==> config.mk <==
export PLATFORM = sky130hd
export DESIGN_NAME = fifo_wr_arb
export DESIGN_NICKNAME = d
export VERILOG_FILES = /design/src/rtl/fifo_wr_arb_pkg.sv /design/src/rtl/fifo_wr_arb_rr_pick.sv /design/src/rtl/fifo_wr_arb.sv
export SDC_FILE = /design/constraint.sdc
export NUM_CORES = 1
export LEC_CHECK = 0
export CORE_MARGIN = 1
export CORE_UTILIZATION = 39
export DETAILED_ROUTE_END_ITERATION = 12
export PLACE_DENSITY = 0.95
export SYNTH_ARGS = -nofsm -noshare
export SYNTH_HDL_FRONTEND = slang
export SYNTH_SLANG_ARGS = --single-unit
==> constraint.sdc <==
create_clock -name wclk -period 5.8 [get_ports wclk]
set_clock_uncertainty 0.2 [all_clocks]
set_input_delay 1.16 -clock wclk [delete_from_list [all_inputs] [get_ports wclk]]
set_output_delay 1.16 -clock wclk [all_outputs]
set_load 0.01 [all_outputs]
==> src/rtl/fifo_wr_arb_pkg.sv <==
// Shared types and helpers for the dual-clock FIFO write-side arbiter.
// The header helper is only referenced when FIFO_WR_ARB_TAG_EN is defined.
package fifo_wr_arb_pkg;

  typedef enum logic [1:0] {
    ST_IDLE = 2'd0,
    ST_HDR  = 2'd1,
    ST_XFER = 2'd2
  } arb_state_e;

  // Header word: requester id in the LSBs, upper bits zero; 4 bits covers 16 requesters.
  localparam int HDR_ID_W = 4;

  function automatic int clog2(input int value);
    int r;
    r = 0;
    while ((1 << r) < value) r++;
    return r;
  endfunction

  function automatic logic [15:0] hdr_word(input logic [HDR_ID_W-1:0] id);
    return {{(16-HDR_ID_W){1'b0}}, id};
  endfunction

endpackage

==> src/rtl/fifo_wr_arb_rr_pick.sv <==
// Combinational round-robin picker: first set request at or after ptr, wrapping.
module rr_pick
  import fifo_wr_arb_pkg::*;
#(
  parameter int NREQ = 4,
  parameter int IW   = clog2(NREQ)
) (
  input  logic [NREQ-1:0] req,
  input  logic [IW-1:0]   ptr,
  output logic [IW-1:0]   idx,
  output logic            any
);

  int            cand;
  logic [IW-1:0] cand_idx;

  // Scan from the far end so the candidate closest to ptr is written last and wins.
  always_comb begin
    idx      = '0;
    any      = 1'b0;
    cand     = 0;
    cand_idx = '0;
    for (int k = NREQ - 1; k >= 0; k--) begin
      cand = int'(ptr) + k;
      if (cand >= NREQ) cand = cand - NREQ;
      cand_idx = IW'(cand);
      if (req[cand_idx]) begin
        idx = cand_idx;
        any = 1'b1;
      end
    end
  end

endmodule

==> src/rtl/fifo_wr_arb.sv <==
// Round-robin write-port arbiter for the dual-clock FIFO, one burst per grant.
// Build option FIFO_WR_ARB_TAG_EN inserts a one-word requester-id header per burst.
//
//   state   | meaning
//   --------+---------------------------------------------------------------
//   ST_IDLE | no grant; pick next requester from rr_ptr, no FIFO write
//   ST_HDR  | (tag builds only) write the id header word when not full
//   ST_XFER | forward granted requester's words until last or MAXBURST
module fifo_wr_arb
  import fifo_wr_arb_pkg::*;
#(
  parameter int NREQ     = 4,
  parameter int DSIZE    = 8,
  parameter int MAXBURST = 8
) (
  input  logic                   wclk,
  input  logic                   wrst_n,
  input  logic [NREQ-1:0]        req_valid,
  input  logic [NREQ*DSIZE-1:0]  req_data,
  input  logic [NREQ-1:0]        req_last,
  output logic [NREQ-1:0]        req_ready,
  input  logic                   wfull,
  output logic                   winc,
  output logic [DSIZE-1:0]       wdata,
  output logic                   grant_vld,
  output logic [clog2(NREQ)-1:0] grant_id
);

  localparam int IW = clog2(NREQ);
  localparam int BW = clog2(MAXBURST + 1);

  arb_state_e       state, state_nxt;
  logic [IW-1:0]    rr_ptr, ptr_nxt;
  logic [IW-1:0]    grant_nxt, pick_idx, ptr_inc;
  logic [BW-1:0]    beat_cnt, beat_nxt;
  logic             pick_any;
  logic             sel_valid, sel_last, accept, burst_end;
  logic [DSIZE-1:0] sel_data;

  rr_pick #(.NREQ(NREQ)) u_pick (
    .req (req_valid),
    .ptr (rr_ptr),
    .idx (pick_idx),
    .any (pick_any)
  );

  always_comb begin
    sel_valid = 1'b0;
    sel_last  = 1'b0;
    sel_data  = '0;
    for (int i = 0; i < NREQ; i++) begin
      if (grant_id == IW'(i)) begin
        sel_valid = req_valid[i];
        sel_last  = req_last[i];
        sel_data  = req_data[i*DSIZE +: DSIZE];
      end
    end
  end

  assign ptr_inc   = (grant_id == IW'(NREQ - 1)) ? '0 : grant_id + 1'b1;
  assign burst_end = sel_last || (beat_cnt == BW'(MAXBURST - 1));
  assign accept    = (state == ST_XFER) && sel_valid && !wfull;
  assign grant_vld = (state != ST_IDLE);

  always_ff @(posedge wclk or negedge wrst_n) begin
    if (!wrst_n) begin
      state    <= ST_IDLE;
      rr_ptr   <= '0;
      grant_id <= '0;
      beat_cnt <= '0;
    end else begin
      state    <= state_nxt;
      rr_ptr   <= ptr_nxt;
      grant_id <= grant_nxt;
      beat_cnt <= beat_nxt;
    end
  end

  always_comb begin
    state_nxt = state;
    ptr_nxt   = rr_ptr;
    grant_nxt = grant_id;
    beat_nxt  = beat_cnt;
    winc      = 1'b0;
    req_ready = '0;
    wdata     = '0;
    unique case (state)
      ST_IDLE: begin
        if (pick_any) begin
          grant_nxt = pick_idx;
          beat_nxt  = '0;
`ifdef FIFO_WR_ARB_TAG_EN
          state_nxt = ST_HDR;
`else
          state_nxt = ST_XFER;
`endif
        end
      end
`ifdef FIFO_WR_ARB_TAG_EN
      ST_HDR: begin
        if (!wfull) begin
          winc      = 1'b1;
          wdata     = DSIZE'(hdr_word(HDR_ID_W'(grant_id)));
          state_nxt = ST_XFER;
        end
      end
`endif
      ST_XFER: begin
        for (int i = 0; i < NREQ; i++) begin
          req_ready[i] = (grant_id == IW'(i)) && !wfull;
        end
        wdata = sel_data;
        winc  = accept;
        // last and the burst limit on the same beat collapse into one release
        if (accept) begin
          beat_nxt = beat_cnt + 1'b1;
          if (burst_end) begin
            state_nxt = ST_IDLE;
            ptr_nxt   = ptr_inc;
          end
        end
      end
      default: state_nxt = ST_IDLE;
    endcase
  end

endmodule

==> impl_metrics.py <==
metrics = {
    "setup_path": {
        "cp_data_required_time_ns": 4.44,
        "critPathTopFamily": "buffers and inverters",
        "crit_chain": "inv_1 > ha_1 > nor2b_1 > a22oi_1 > o21ai_0 > a22o_1 > clkdlybuf4s50_1",
        "crit_path_max_incr_delay_ns": 0.62,
        "cp.depth": 7,
        "r2r_setup_slack_ns": 3.16,
        "cp_max_fo": 14,
        "worstSetupPathType": "register to primary output",
        "end_kind": "primary output",
        "worstSetupStartpointType": "register",
        "crit_path_top_delay_cell": "nor2b_1",
        "rr_endpoint": "beat_cnt[3]$_DFFE_PN0P_",
        "worstReg2RegStart": "grant_id[1]$_DFFE_PN0P_",
        "crit_arrival_ns": 2.89,
        "rr_worst_depth": 6,
        "cp_num_buf_inv": 2,
    },
    "worst_hold_path": {
        "whs_path_depth": 1,
        "hold_path_end": "beat_cnt[2]$_DFFE_PN0P_",
        "holdCritPathClass": "register to register",
        "hp-start": "beat_cnt[2]$_DFFE_PN0P_",
    },
    "detailed_routing": {
        "drtPass1Iterations": 4,
        "routed_via_density": 5.57,
        "drt_iter0_markers": 35,
        "vias": 1103,
        "post_drt_wl_per_cell_um": 14.8,
        "ant_nets": 0,
        "drc": 0,
        "wirelength_um": 2930,
    },
    "cts": {
        "cts_tree": "done",
        "ctsRootBufferMaster": "clkbuf_4",
        "clk_latency_ns": 0.27,
        "cts_buffers": 3,
        "path_clk_slew_ns": 0.07,
        "cts_setup_buffers": 0,
        "clockBufferDepth": 2,
        "cts.sinks": 9,
        "ctsHtreeMaxLevel": 1,
        "holdBufCountCts": 0,
        "cts_resized": 0,
    },
    "power_and_ir_drop": {
        "p_per_area_nw_per_um2": 430,
        "sw_frac_of_total": 0.434,
        "p_switching_w": 0.000282,
        "combPwrFrac": 0.732,
        "p_leak_nw": 0.643,
        "peakVddDrop_uv": 294,
        "seq_power_share": 0.187,
        "p_clk_frac": 0.080,
        "intPower_w": 0.000368,
    },
    "yosys": {
        "syn_inst": 116,
        "syn-num-nets": 164,
        "yosysSeqAreaShare": 0.247,
        "syn_area_um2": 913,
        "synth.top_cells.by_count": "nand2_1, o21ai_0, dfrtp_1",
        "synth_cell_types": 39,
        "synth_edf_count": 0,
        "async_reset_ff_frac": 1.00,
        "yosysWarnings": 0,
        "synth_area_leaders": "dfrtp_1, ha_1, a22o_1",
        "synth_flop_cell": "dfrtp_1",
        "synth_largest_area_cell": "dfrtp_1",
        "avgSynthCellArea_um2": 7.87,
        "ys_ff_latch": 9,
        "yosysMostFrequentCell": "nand2_1",
        "synth_top_cell_area_share": 0.247,
    },
    "timing": {
        "fin_setup_tns_ns": 0,
        "period_share": 0.732,
        "tightest_slew_ns": 0.692,
        "slew_violations": 0,
        "grt_setup_unrepaired": "no",
        "timing.fmax_mhz": 235,
        "setup_viol": 0,
        "fin_ws_ns": 1.55,
        "hold_viol": 0,
        "fin_crit_ns": 4.25,
        "slew_headroom": 0.538,
    },
    "place": {
        "placement.io_buffers": 58,
        "globalplace.congestion": 0.871,
        "pre_cts_slack_ns": 1.63,
        "hpwl_um": 2250,
    },
    "cells_and_area": {
        "nets": 219,
        "num_antenna_cells": 0,
        "fillers": 183,
        "drive_gt1_frac": 0.0471,
        "syn_to_final_growth_pct": 65.8,
    },
    "die": {
        "dieArea_um2": 2540,
        "core_um2": 2210,
        "initial_core_util": 0.413,
        "die_y_um": 50.4,
        "die_w_um": 50.4,
        "io_pins": 59,
        "std_cell_rows": 17,
    },
    "global_route": {
        "grt_pass1_vias": 1071,
        "grt_pass1_wl_um": 4620,
        "grt_max_degree": 22,
        "grt-ovfl-total": 0,
        "track_usage": 0.240,
        "antenna_found_initial": 0,
    },
    "run": {
        "max_cap_viol_count": 0,
    },
    "outcome": {
        "status": "finished, final reports clean",
    },
}
-- registers in the layout, summed over array words and instances, names as in the netlist --
name and cells:
beat_cnt 4, grant_id 2, rr_ptr 2, state 1
-- power by group through the flow --
| stage | Clock [W] | Combinational [W] | Sequential (W) |
|---|---|---|---|
| floorplan | 0 | 0.000280 | 0.000118 |
| global placement | 0 | 0.000460 | 0.000119 |
| detailed placement | 0 | 0.000476 | 0.000122 |
| CTS | 0.0000534 | 0.000477 | 0.000121 |
| global route | 0.0000548 | 0.000521 | 0.000125 |
| finish | 0.0000522 | 0.000476 | 0.000122 |
-- final cells by class --
type                            count  area [um2]  share of cell area
Multi-Input combinational cell     91         617               0.407
Timing Repair Buffer               58         581               0.383
Sequential cell                     9         225               0.149
Tap cell                           28        35.0              0.0231
Inverter                            8        30.0              0.0198
Clock buffer                        4        26.3              0.0174
-- metal layers --
| layer | track usage | wire length [um] | up-vias |
|---|---|---|---|
| met5 | 0 | 0 | - |
| met4 | 0.130 | 89 | 0 |
| met3 | 0.0424 | 310 | 11 |
| met2 | 0.440 | 1360 | 64 |
| met1 | 0.257 | 1160 | 498 |
| li1 | - | - | 530 |
-- stage by stage --
| stage | area [um2] | total power [W] | utilization | cells | hold slack [ns] |
|---|---|---|---|---|---|
| floorplan | 913 | 0.000398 | - | 116 | 0.267 |
| global placement | 1490 | 0.000579 | 0.673 | 194 | 0.294 |
| detailed placement | 1490 | 0.000598 | 0.673 | 194 | 0.308 |
| CTS | 1510 | 0.000651 | 0.684 | 198 | 0.316 |
| global route | 1510 | 0.000701 | 0.684 | 198 | 0.351 |
| finish | 1510 | 0.000650 | 0.684 | 198 | 0.313 |
-- cell families (layout without fill, tap and decap cells) --
group / after synthesis / in the layout / share of synthesized area
muxes: 5 / 5 / 0.0575
and+or+nand+nor: 37 / 37 / 0.207
DFF: 9 / 9 / 0.247
buffers and inverters: 16 / 70 / 0.0781
adders and majority gates: 5 / 5 / 0.0685
AOI/OAI and AO/OA: 44 / 44 / 0.342
-- layout by cell type (no fill, tap or decap), types with 2 or more instances in the layout --
cell | netlist | routed
clkbuf_4 | 0 | 3
and2_1 | 5 | 5
o311ai_0 | 2 | 2
nor2_1 | 5 | 5
nand2_1 | 15 | 15
nand2b_1 | 2 | 2
mux2i_1 | 3 | 3
a22oi_1 | 8 | 8
a22o_1 | 7 | 7
dfrtp_1 | 9 | 9
nor2b_1 | 2 | 2
o21ai_0 | 10 | 10
nand3_1 | 2 | 2
clkdlybuf4s50_1 | 0 | 58
a21oi_1 | 4 | 4
inv_1 | 8 | 8
mux2_2 | 2 | 2
ha_1 | 5 | 5
-- worst max path at each step --
| stage | from | end |
|---|---|---|
| floorplan | wfull | winc |
| global placement | wfull | winc |
| detailed placement | req_valid[1] | winc |
| CTS | grant_id[1]$_DFFE_PN0P_ | wdata[5] |
| global route | grant_id[1]$_DFFE_PN0P_ | wdata[5] |
| finish | grant_id[1]$_DFFE_PN0P_ | wdata[5] |
(Power assumes the default switching activity.)
